--- src/rtl/scan_mux_pkg.sv ---
// Shared definitions for the scan_mux channel multiplexer: mode encodings
// and the scan sequencer state encoding.
package scan_mux_pkg;

  localparam logic MODE_MANUAL = 1'b0;
  localparam logic MODE_SCAN   = 1'b1;

  // Sequencer decision for the current edge: keep dwelling or take a sample.
  typedef enum logic {
    ST_DWELL  = 1'b0,
    ST_SAMPLE = 1'b1
  } seq_st_t;

endpackage

--- src/rtl/scan_ctr.sv ---
// Scan sequencer for scan_mux: walks the channels in turn, holding each one
// for dwell+1 enabled cycles, and flags the sampling edge and sweep wrap.
// The mode-change detector clears the sequencer so scan always starts at
// channel 0 with a full dwell.
module scan_ctr
  import scan_mux_pkg::*;
#(
  parameter int N_CH    = 16,
  parameter int DWELL_W = 4,
  localparam int SEL_W  = $clog2(N_CH)
) (
  input  logic               clk,
  input  logic               rst,
  input  logic               mode,
  input  logic               en,
  input  logic [DWELL_W-1:0] dwell,
  output logic [SEL_W-1:0]   scan_ch,
  output logic               sample_now,
  output logic               wrap_now
);

  localparam logic [SEL_W-1:0] LAST_CH = SEL_W'(N_CH - 1);

  logic [SEL_W-1:0]   scan_ch_r;
  logic [DWELL_W-1:0] dwell_cnt_r;
  logic               mode_prev_r;
  logic               mode_chg_s;
  seq_st_t            seq_st_s;

  // Decide whether this edge dwells or samples; a mode-change edge never samples.
  always_comb begin
    mode_chg_s = (mode != mode_prev_r);
    if (en && (mode == MODE_SCAN) && !mode_chg_s && (dwell_cnt_r >= dwell)) begin
      seq_st_s = ST_SAMPLE;
    end else begin
      seq_st_s = ST_DWELL;
    end
  end

  assign sample_now = (seq_st_s == ST_SAMPLE);
  assign wrap_now   = sample_now && (scan_ch_r == LAST_CH);
  assign scan_ch    = scan_ch_r;

  // Sequencer state: channel and dwell counters plus previous-mode tracking.
  // During reset the current mode is captured so that leaving reset is not
  // seen as a mode change and the first scan sample lands after dwell+1 edges.
  always_ff @(posedge clk) begin
    if (rst) begin
      scan_ch_r   <= '0;
      dwell_cnt_r <= '0;
      mode_prev_r <= mode;
    end else if (en) begin
      mode_prev_r <= mode;
      if (mode_chg_s) begin
        scan_ch_r   <= '0;
        dwell_cnt_r <= '0;
      end else if (mode == MODE_SCAN) begin
        case (seq_st_s)
          ST_SAMPLE: begin
            dwell_cnt_r <= '0;
            scan_ch_r   <= (scan_ch_r == LAST_CH) ? '0 : scan_ch_r + SEL_W'(1);
          end
          ST_DWELL: begin
            dwell_cnt_r <= dwell_cnt_r + DWELL_W'(1);
          end
          default: begin
            dwell_cnt_r <= '0;
            scan_ch_r   <= '0;
          end
        endcase
      end else begin
        scan_ch_r   <= scan_ch_r;
        dwell_cnt_r <= dwell_cnt_r;
      end
    end else begin
      scan_ch_r   <= scan_ch_r;
      dwell_cnt_r <= dwell_cnt_r;
      mode_prev_r <= mode_prev_r;
    end
  end

endmodule

--- src/rtl/scan_mux.sv ---
// Registered N-channel multiplexer with manual select and automatic scan.
// The selected channel, its index and one-cycle valid/wrap strobes are all
// registered, so nothing on the inputs reaches the outputs combinationally.
module scan_mux
  import scan_mux_pkg::*;
#(
  parameter int N_CH    = 16,
  parameter int W       = 1,
  parameter int DWELL_W = 4,
  localparam int SEL_W  = $clog2(N_CH)
) (
  input  logic                clk,
  input  logic                rst,
  input  logic [N_CH*W-1:0]   d,
  input  logic [SEL_W-1:0]    sel,
  input  logic                mode,
  input  logic                en,
  input  logic [DWELL_W-1:0]  dwell,
  output logic [W-1:0]        y,
  output logic [SEL_W-1:0]    ch,
  output logic                valid,
  output logic                wrap
);

  logic [SEL_W-1:0] scan_ch_s;
  logic             sample_now_s;
  logic             wrap_now_s;
  logic [SEL_W-1:0] idx_s;
  logic [W-1:0]     pick_s;
  logic             sel_ok_s;
  logic             load_s;

  scan_ctr #(
    .N_CH    (N_CH),
    .DWELL_W (DWELL_W)
  ) u_scan_ctr (
    .clk        (clk),
    .rst        (rst),
    .mode       (mode),
    .en         (en),
    .dwell      (dwell),
    .scan_ch    (scan_ch_s),
    .sample_now (sample_now_s),
    .wrap_now   (wrap_now_s)
  );

  // Channel selection: pick the index by mode, range-check sel, and AND-OR
  // mux so a select beyond N_CH can never read past the packed input.
  always_comb begin
    idx_s    = (mode == MODE_SCAN) ? scan_ch_s : sel;
    sel_ok_s = ({1'b0, sel} < (SEL_W + 1)'(N_CH));
    load_s   = sample_now_s || (en && (mode == MODE_MANUAL) && sel_ok_s);
    pick_s   = '0;
    for (int i = 0; i < N_CH; i++) begin
      pick_s = pick_s | ({W{idx_s == SEL_W'(i)}} & d[i*W +: W]);
    end
  end

  // Output registers: load on a manual or scan sample, otherwise hold data
  // and drop the strobes.
  always_ff @(posedge clk) begin
    if (rst) begin
      y     <= '0;
      ch    <= '0;
      valid <= 1'b0;
      wrap  <= 1'b0;
    end else if (load_s) begin
      y     <= pick_s;
      ch    <= idx_s;
      valid <= 1'b1;
      wrap  <= wrap_now_s;
    end else begin
      y     <= y;
      ch    <= ch;
      valid <= 1'b0;
      wrap  <= 1'b0;
    end
  end

endmodule
--- config.mk ---
export PLATFORM = sky130hd
export DESIGN_NAME = scan_mux
export DESIGN_NICKNAME = d
export VERILOG_FILES = /design/src/rtl/scan_mux_pkg.sv /design/src/rtl/scan_ctr.sv /design/src/rtl/scan_mux.sv
export SDC_FILE = /design/constraint.sdc
export NUM_CORES = 1
export LEC_CHECK = 0
export ABC_AREA = 1
export CAP_MARGIN = 40
export CORE_MARGIN = 4
export CORE_UTILIZATION = 42
export CTS_CLUSTER_DIAMETER = 40
export DETAILED_ROUTE_END_ITERATION = 8
export PLACE_DENSITY = 0.76
export SLEW_MARGIN = 20
export SYNTH_ARGS = -nofsm -noshare
export SYNTH_HDL_FRONTEND = slang
export SYNTH_SLANG_ARGS = --single-unit
--- constraint.sdc ---
create_clock -name clk -period 1.6 [get_ports clk]
set_input_delay 0.32 -clock clk [delete_from_list [all_inputs] [get_ports clk]]
set_output_delay 0.32 -clock clk [all_outputs]
set_load 0.03 [all_outputs]
==> parameters.txt, run 1 <==
Parameter                              Value

Cells and area
  Multi-input gate area    approximately 800 sq um
  Utilization after layout    between 70% and 80%
  Area occupied by registers    338 sq um
  Share of layout cells above drive strength 1    25.8%
  Synthesis-to-finish area growth    58.2%
  ANT cells    0
  Fill cells    around 200
  Fin nets    approximately 270

Clock tree
  Cell chosen for the clock root    sky130_fd_sc_hd__clkbuf_4
  Post-cts hold buffer count    0
  Worst-path clk slew    about 100 ps
  # clock sinks    16
  CTS tree    built
  Number of buffers on the longest clock path    2
  Total clock buffers created by CTS    3
  H-tree depth    1
  Worst-Skew Late Latency    300 ps

Timing
  Final TNS setup    0 ps
  Relative slew slack    78.4%
  Fmax    around 650 MHz
  Total count of max-transition violations in the final report    0
  Final Cycle Share    between 90% and 100%
  Minimum clock period    between 1500 and 2000 ps
  Final worst-path setup slack    roughly 50 ps
  Hold violation total from the final report    0
  Fin Hold WS    467 ps
  Worst-Margin Slew    roughly 320 ps
  Final setup violating endpoints    0
  Worst clock skew    between 0.9 and 1 ps

Synth
  Gate count after technology mapping    172
  Synthesis-stage register bit count    16
  Cell types with the largest area share after synthesis    sky130_fd_sc_hd__dfxtp_1, sky130_fd_sc_hd__nand2_1, sky130_fd_sc_hd__ha_1
  Compound-gate portion of the synthesized area    8.00%
  Post-synthesis cell area    approximately 1100 sq um
  Register area share after synthesis    28.9%
  Synthesized-area fraction occupied by xor and xnor cells    under 10%
  Area share of the largest cell type after synthesis    26.3%
  Async set-or-reset flop fraction in the synthesized netlist    0%
  Adder-Cell Fraction of Synth Area    roughly 7.7%
  Leading cell type by number of instances after synthesis    sky130_fd_sc_hd__nand2_1
  Post-Synthesis Mean Instance Area    6.63 sq um
  Post-synth net total    slightly above 200
  Most instantiated cells after synthesis    sky130_fd_sc_hd__nand2_1, sky130_fd_sc_hd__inv_1, sky130_fd_sc_hd__nor2_1, sky130_fd_sc_hd__nand3_1, sky130_fd_sc_hd__dfxtp_1
  Count of cell types in the netlist    23
  Prevailing post-synth register cell    sky130_fd_sc_hd__dfxtp_1
  Share of cell area taken by muxes after synthesis    0%
  Cell taking the most area after synthesis    sky130_fd_sc_hd__dfxtp_1
  Dominant combinational cell family by area after synthesis    simple AND/OR/NAND/NOR gates
  Number of enable flip-flop cells after synthesis    1
  Simple logic cell fraction of the synthesized area    around 44%
  Yosys warning count    0

Die
  Effective utilization at floorplan    between 40% and 50%
  I/O Pins    35
  Die area    between 3000 and 4000 sq um
  Overall die width    between 60 and 70 um
  Site Rows    18
  Placeable core region    2540 sq um
  Height of the die    between 60 and 70 um

Pwr
  Peak VDD IR    about 0.00073 V
  Leakage component of the power    approximately 0.9 nW
  Overall power consumption    approximately 1.1 mW
  Pwr Density    around 620 nW/um^2

Critical path
  Element type at the critical path start    flop
  Slowest cell on the critical path    sky130_fd_sc_hd__dfxtp_4
  Crit-path max FO    3
  Kind of capture point of the worst setup path    flop
  Worst Setup Path Type    flop to flop
  CP Cell Sequence    ha_4 -> inv_1 -> o21bai_1 -> nand2_1 -> nand3_2 -> nand2_4 -> buf_6 -> buf_4 -> nor3_1
  Data required time of the critical path    between 1500 and 2000 ps
  CP Data Arrival Time    1770 ps
  Number of cell instances on the worst register-to-register path    9
  Largest stage delay on the critical path    370 ps

Place
  Half-perimeter wire length after placement    2510 um
  Port Buffer Count    34
  Pre-CTS setup slack    -464 ps
  Gpl congestion    approximately 0.8

Worst hold path
  Number of stages on the worst hold path    2
  Worst hold path class    flop to flop

Global route
  Global-route wire length before repair    5230 um
  Number of antenna violations at the first check in global routing    0
  Tot GR Track Use    between 10% and 20%
  GR Overflow Total    0
  Number of global-route vias before repair    approximately 1200
  Pin count of the biggest net entering global routing    10

Routing
  Routed wirelength normalized by instance count    around 13 um
  Overall via count from detail_route    around 1300
  Iteration count of the initial detailed-routing pass    5
  Final ANT Viol Nets    0
  Routed wire length    between 3000 and 4000 um
  Via/cell ratio    ~4.8
  Detailed-route DRC error count    0
  Number of violations reported at the end of detailed-routing iteration 0    102

Status
  Result of the run    finished, final reports clean

Job
  Max Cap Viol    0
-- layout make-up --
type,count,area share (%)
clock buffers,4,2.01
inverters,25,5.75
multi-input cells,130,44.2
flip-flops and latches,16,18.7
well taps,30,2.08
repair buffers,54,27.2
-- metrics by stage --
stage / area [sq um] / std cells
3_5_place_dp: 1640 / 251
6_report: 1810 / 259
4_1_cts: 1720 / 255
2_1_floorplan: 1150 / 172
5_1_grt: 1810 / 259
3_3_place_gp: 1640 / 251
-- metal layers --
| metal | global-route usage [%] | vias up | part of all wire, % |
|---|---|---|---|
| li1 | - | 667 | - |
| met1 | 22.9 | 548 | 44 |
| met2 | 34.0 | 29 | 50 |
| met4 | 9.18 | 0 | 2.1 |
| met3 | 2.16 | 6 | 4.1 |
| met5 | 0 | - | 0 |
-- worst max-delay path, delay by kind of cell (launching register included) --
kind | cells | cell delay (ps)
and+or+nand+nor | 4 | 410
buffers and inverters | 3 | 290
AOI/OAI and AO/OA | 1 | 120
DFF | 1 | 370
adders and majority gates | 1 | 270
-- where the power goes --
group,switching (mW),internal [mW]
sequential,0.0196,0.422
clock,0.140,0.139
combinational,0.213,0.195
-- cells in the final DEF, fill, tap and decap left out, types with 8 or more instances in the layout --
cell type,count
sky130_fd_sc_hd__dlygate4sd2_1,9
sky130_fd_sc_hd__dfxtp_1,11
sky130_fd_sc_hd__clkdlybuf4s50_1,23
sky130_fd_sc_hd__nand2_1,47
sky130_fd_sc_hd__nor2_1,17
sky130_fd_sc_hd__inv_1,19
sky130_fd_sc_hd__nand3_1,14
sky130_fd_sc_hd__buf_4,18
sky130_fd_sc_hd__a21oi_1,8
sky130_fd_sc_hd__nand2_4,8
-- kinds of logic (layout without fill, tap and decap cells) --
group / after synthesis / count (layout)
buffers and inverters: 26 / 83
adder cells (fa/ha/maj): 7 / 7
AND/OR/NAND/NOR: 104 / 104
XOR/XNOR: 2 / 2
flip-flops: 16 / 16
AO/OA/AOI/OAI: 17 / 17
-- sequential cells by signal, indices dropped and copies added (netlist names) --
signal,flops
u_scan_ctr.scan_ch,4
ch,4
wrap,1
u_scan_ctr.mode_prev_r,1
valid,1
u_scan_ctr.dwell_cnt_r,4
y,1
-- final timing paths --
| kind | endpoint | slack [ps] | from |
|---|---|---|---|
| max reg2reg | wrap | 50 | u_scan_ctr.dwell_cnt_r[1] |
| min | ch[2] | 470 | ch[2] |
| max | wrap | 50 | u_scan_ctr.dwell_cnt_r[1] |
| min reg2reg | ch[2] | 470 | ch[2] |
-- repair_timing --
item                                    in CTS  in global routing
gates resized for setup                     24                 16
setup buffers                                0                  4
pin swaps                                   13                  8
endpoints found under the setup margin      20                 15
(Power assumes the default switching activity.)
==> run 2, diff against run 1 <==
Clock period 1.6 ns to 1.4 ns, I/O delays scaled along.
==> parameters.txt, run 2 (synthesis gave the netlist of run 1 again) <==
Parameter                              Value

Routing
  Routed wirelength normalized by instance count    roughly 13 um
  Final ANT Viol Nets    0
  Routed wire length    3330 um
  Iteration count of the initial detailed-routing pass    4
  Overall via count from detail_route    between 1000 and 1500
  Number of violations reported at the end of detailed-routing iteration 0    between 100 and 150
  Via/cell ratio    just under 5
  Detailed-route DRC error count    0

Timing
  Final Cycle Share    110%
  Total count of max-transition violations in the final report    0
  Minimum clock period    about 1500 ps
  Hold violation total from the final report    0
  Fmax    approximately 650 MHz
  Fin Hold WS    479 ps
  Relative slew slack    between 70 and 80%
  Final setup violating endpoints    14
  Worst clock skew    approximately 1.3 ps
  Worst-Margin Slew    around 370 ps
  Final worst-path setup slack    -138 ps
  RSZ-0062 raised after global routing    true

Cells and area
  Share of layout cells above drive strength 1    33.5%
  Synthesis-to-finish area growth    67.2%
  Commonest cells after routing, fill and taps aside    sky130_fd_sc_hd__nand2_1, sky130_fd_sc_hd__clkdlybuf4s50_1, sky130_fd_sc_hd__buf_4
  Fill cells    slightly above 200
  ANT cells    0
  Most common cell after layout, fill and taps aside    sky130_fd_sc_hd__nand2_1
  Fin nets    approximately 270

Global route
  GR Overflow Total    0
  Tot GR Track Use    about a fifth
  Met2 capacity usage during global routing    around 36%
  Most heavily used metal layer in global routing    met2
  Number of global-route vias before repair    around 1300
  Number of antenna violations at the first check in global routing    0
  Global-route met1 utilization    between 20 and 25%
  Pin count of the biggest net entering global routing    10
  GR Layer Usage met3    3.24%
  Global-route wire length before repair    around 5500 um

Pwr
  Pwr Density    684 nW/um^2
  Peak VDD IR    0.000837 V
  Leakage component of the power    0.922 nW

Clock tree
  Cell chosen for the clock root    sky130_fd_sc_hd__clkbuf_4
  # clock sinks    16
  Number of buffers on the longest clock path    2
  H-tree depth    1
  Worst-Skew Late Latency    roughly 300 ps
  Post-cts hold buffer count    0
  Total clock buffers created by CTS    3
  Worst-path clk slew    around 100 ps
  CTS tree    built

Critical path
  Element type at the critical path start    flop
  Worst Setup Path Type    flop to flop
  Data required time of the critical path    ~1600 ps
  CP Data Arrival Time    1780 ps
  Kind of capture point of the worst setup path    flop
  Crit-path max FO    4

Die
  Overall die width    60.1 um
  Site Rows    18
  I/O Pins    35
  Height of the die    60.1 um
  Die area    3620 sq um
  Effective utilization at floorplan    44.8%
  Placeable core region    between 2000 and 3000 sq um

Place
  Port Buffer Count    34
  Gpl congestion    between 0.7 and 0.8
  Half-perimeter wire length after placement    2480 um
  Pre-CTS setup slack    -613 ps

Worst hold path
  Worst hold path class    flop to flop

Job
  Max Cap Viol    0

Status
  Violated checks    negative setup slack
  Result of the run    complete, but fails checks
-- run 2: area by class of cell --
type | count | area [sq um] | share of cell area, %
clock buffers | 4 | 36.3 | 1.90
inverters | 25 | 105 | 5.51
multi-input cells | 131 | 886 | 46.4
flip-flops and latches | 16 | 335 | 17.6
well taps | 30 | 37.5 | 1.97
repair buffers | 57 | 508 | 26.6
-- run 2: final timing paths --
kind                        startpoint     to  slack (ps)  cells past startpoint
min reg2reg                      ch[2]  ch[2]         480                      2
max reg2reg  u_scan_ctr.dwell_cnt_r[1]  ch[1]        -140                     10
min                              ch[2]  ch[2]         480                      2
max          u_scan_ctr.dwell_cnt_r[1]  ch[1]        -140                     10
-- run 2: per-layer routing --
metal | vias up | wire [um]
met1 | 584 | 1410
li1 | 674 | -
met5 | - | 0
met2 | 30 | 1670
met3 | 7 | 191
met4 | 0 | 65
-- run 2: report_power, final --
group          internal, mW  leakage [nW]  switching, mW
sequential            0.484         0.134         0.0199
combinational         0.221         0.767          0.259
clock                 0.159        0.0210          0.162
total                 0.864         0.922          0.441
-- run 2: per-stage QoR --
stage	utilization (%)	area (sq um)	total power [mW]	cells	TNS [ps]
2_1_floorplan	-	1180	0.749	172	-1.15
3_3_place_gp	66.6	1700	0.931	255	-7580
3_5_place_dp	66.6	1700	0.944	255	-8260
4_1_cts	73.1	1860	1.29	262	-815
5_1_grt	75.0	1910	1.38	263	-2200
6_report	75.0	1910	1.30	263	-994
-- run 2: critical path, stage by stage, from the launching register on --
cell,delay [ps]
sky130_fd_sc_hd__dfxtp_2,350
sky130_fd_sc_hd__ha_4,270
sky130_fd_sc_hd__inv_2,20
sky130_fd_sc_hd__o21bai_1,120
sky130_fd_sc_hd__nand2_1,90
sky130_fd_sc_hd__nand3_2,100
sky130_fd_sc_hd__nand2_4,90
sky130_fd_sc_hd__buf_4,160
sky130_fd_sc_hd__nand2_4,60
sky130_fd_sc_hd__o21ai_0,70
sky130_fd_sc_hd__a21oi_1,140
-- run 2: repair_timing --
item,4_1_cts,5_1_grt
resized for setup,46,10
setup buffers,3,1
cloned,1,0
endpoints found under the hold margin,0,0
pin swaps,17,10
setup endpoints to repair,22,16
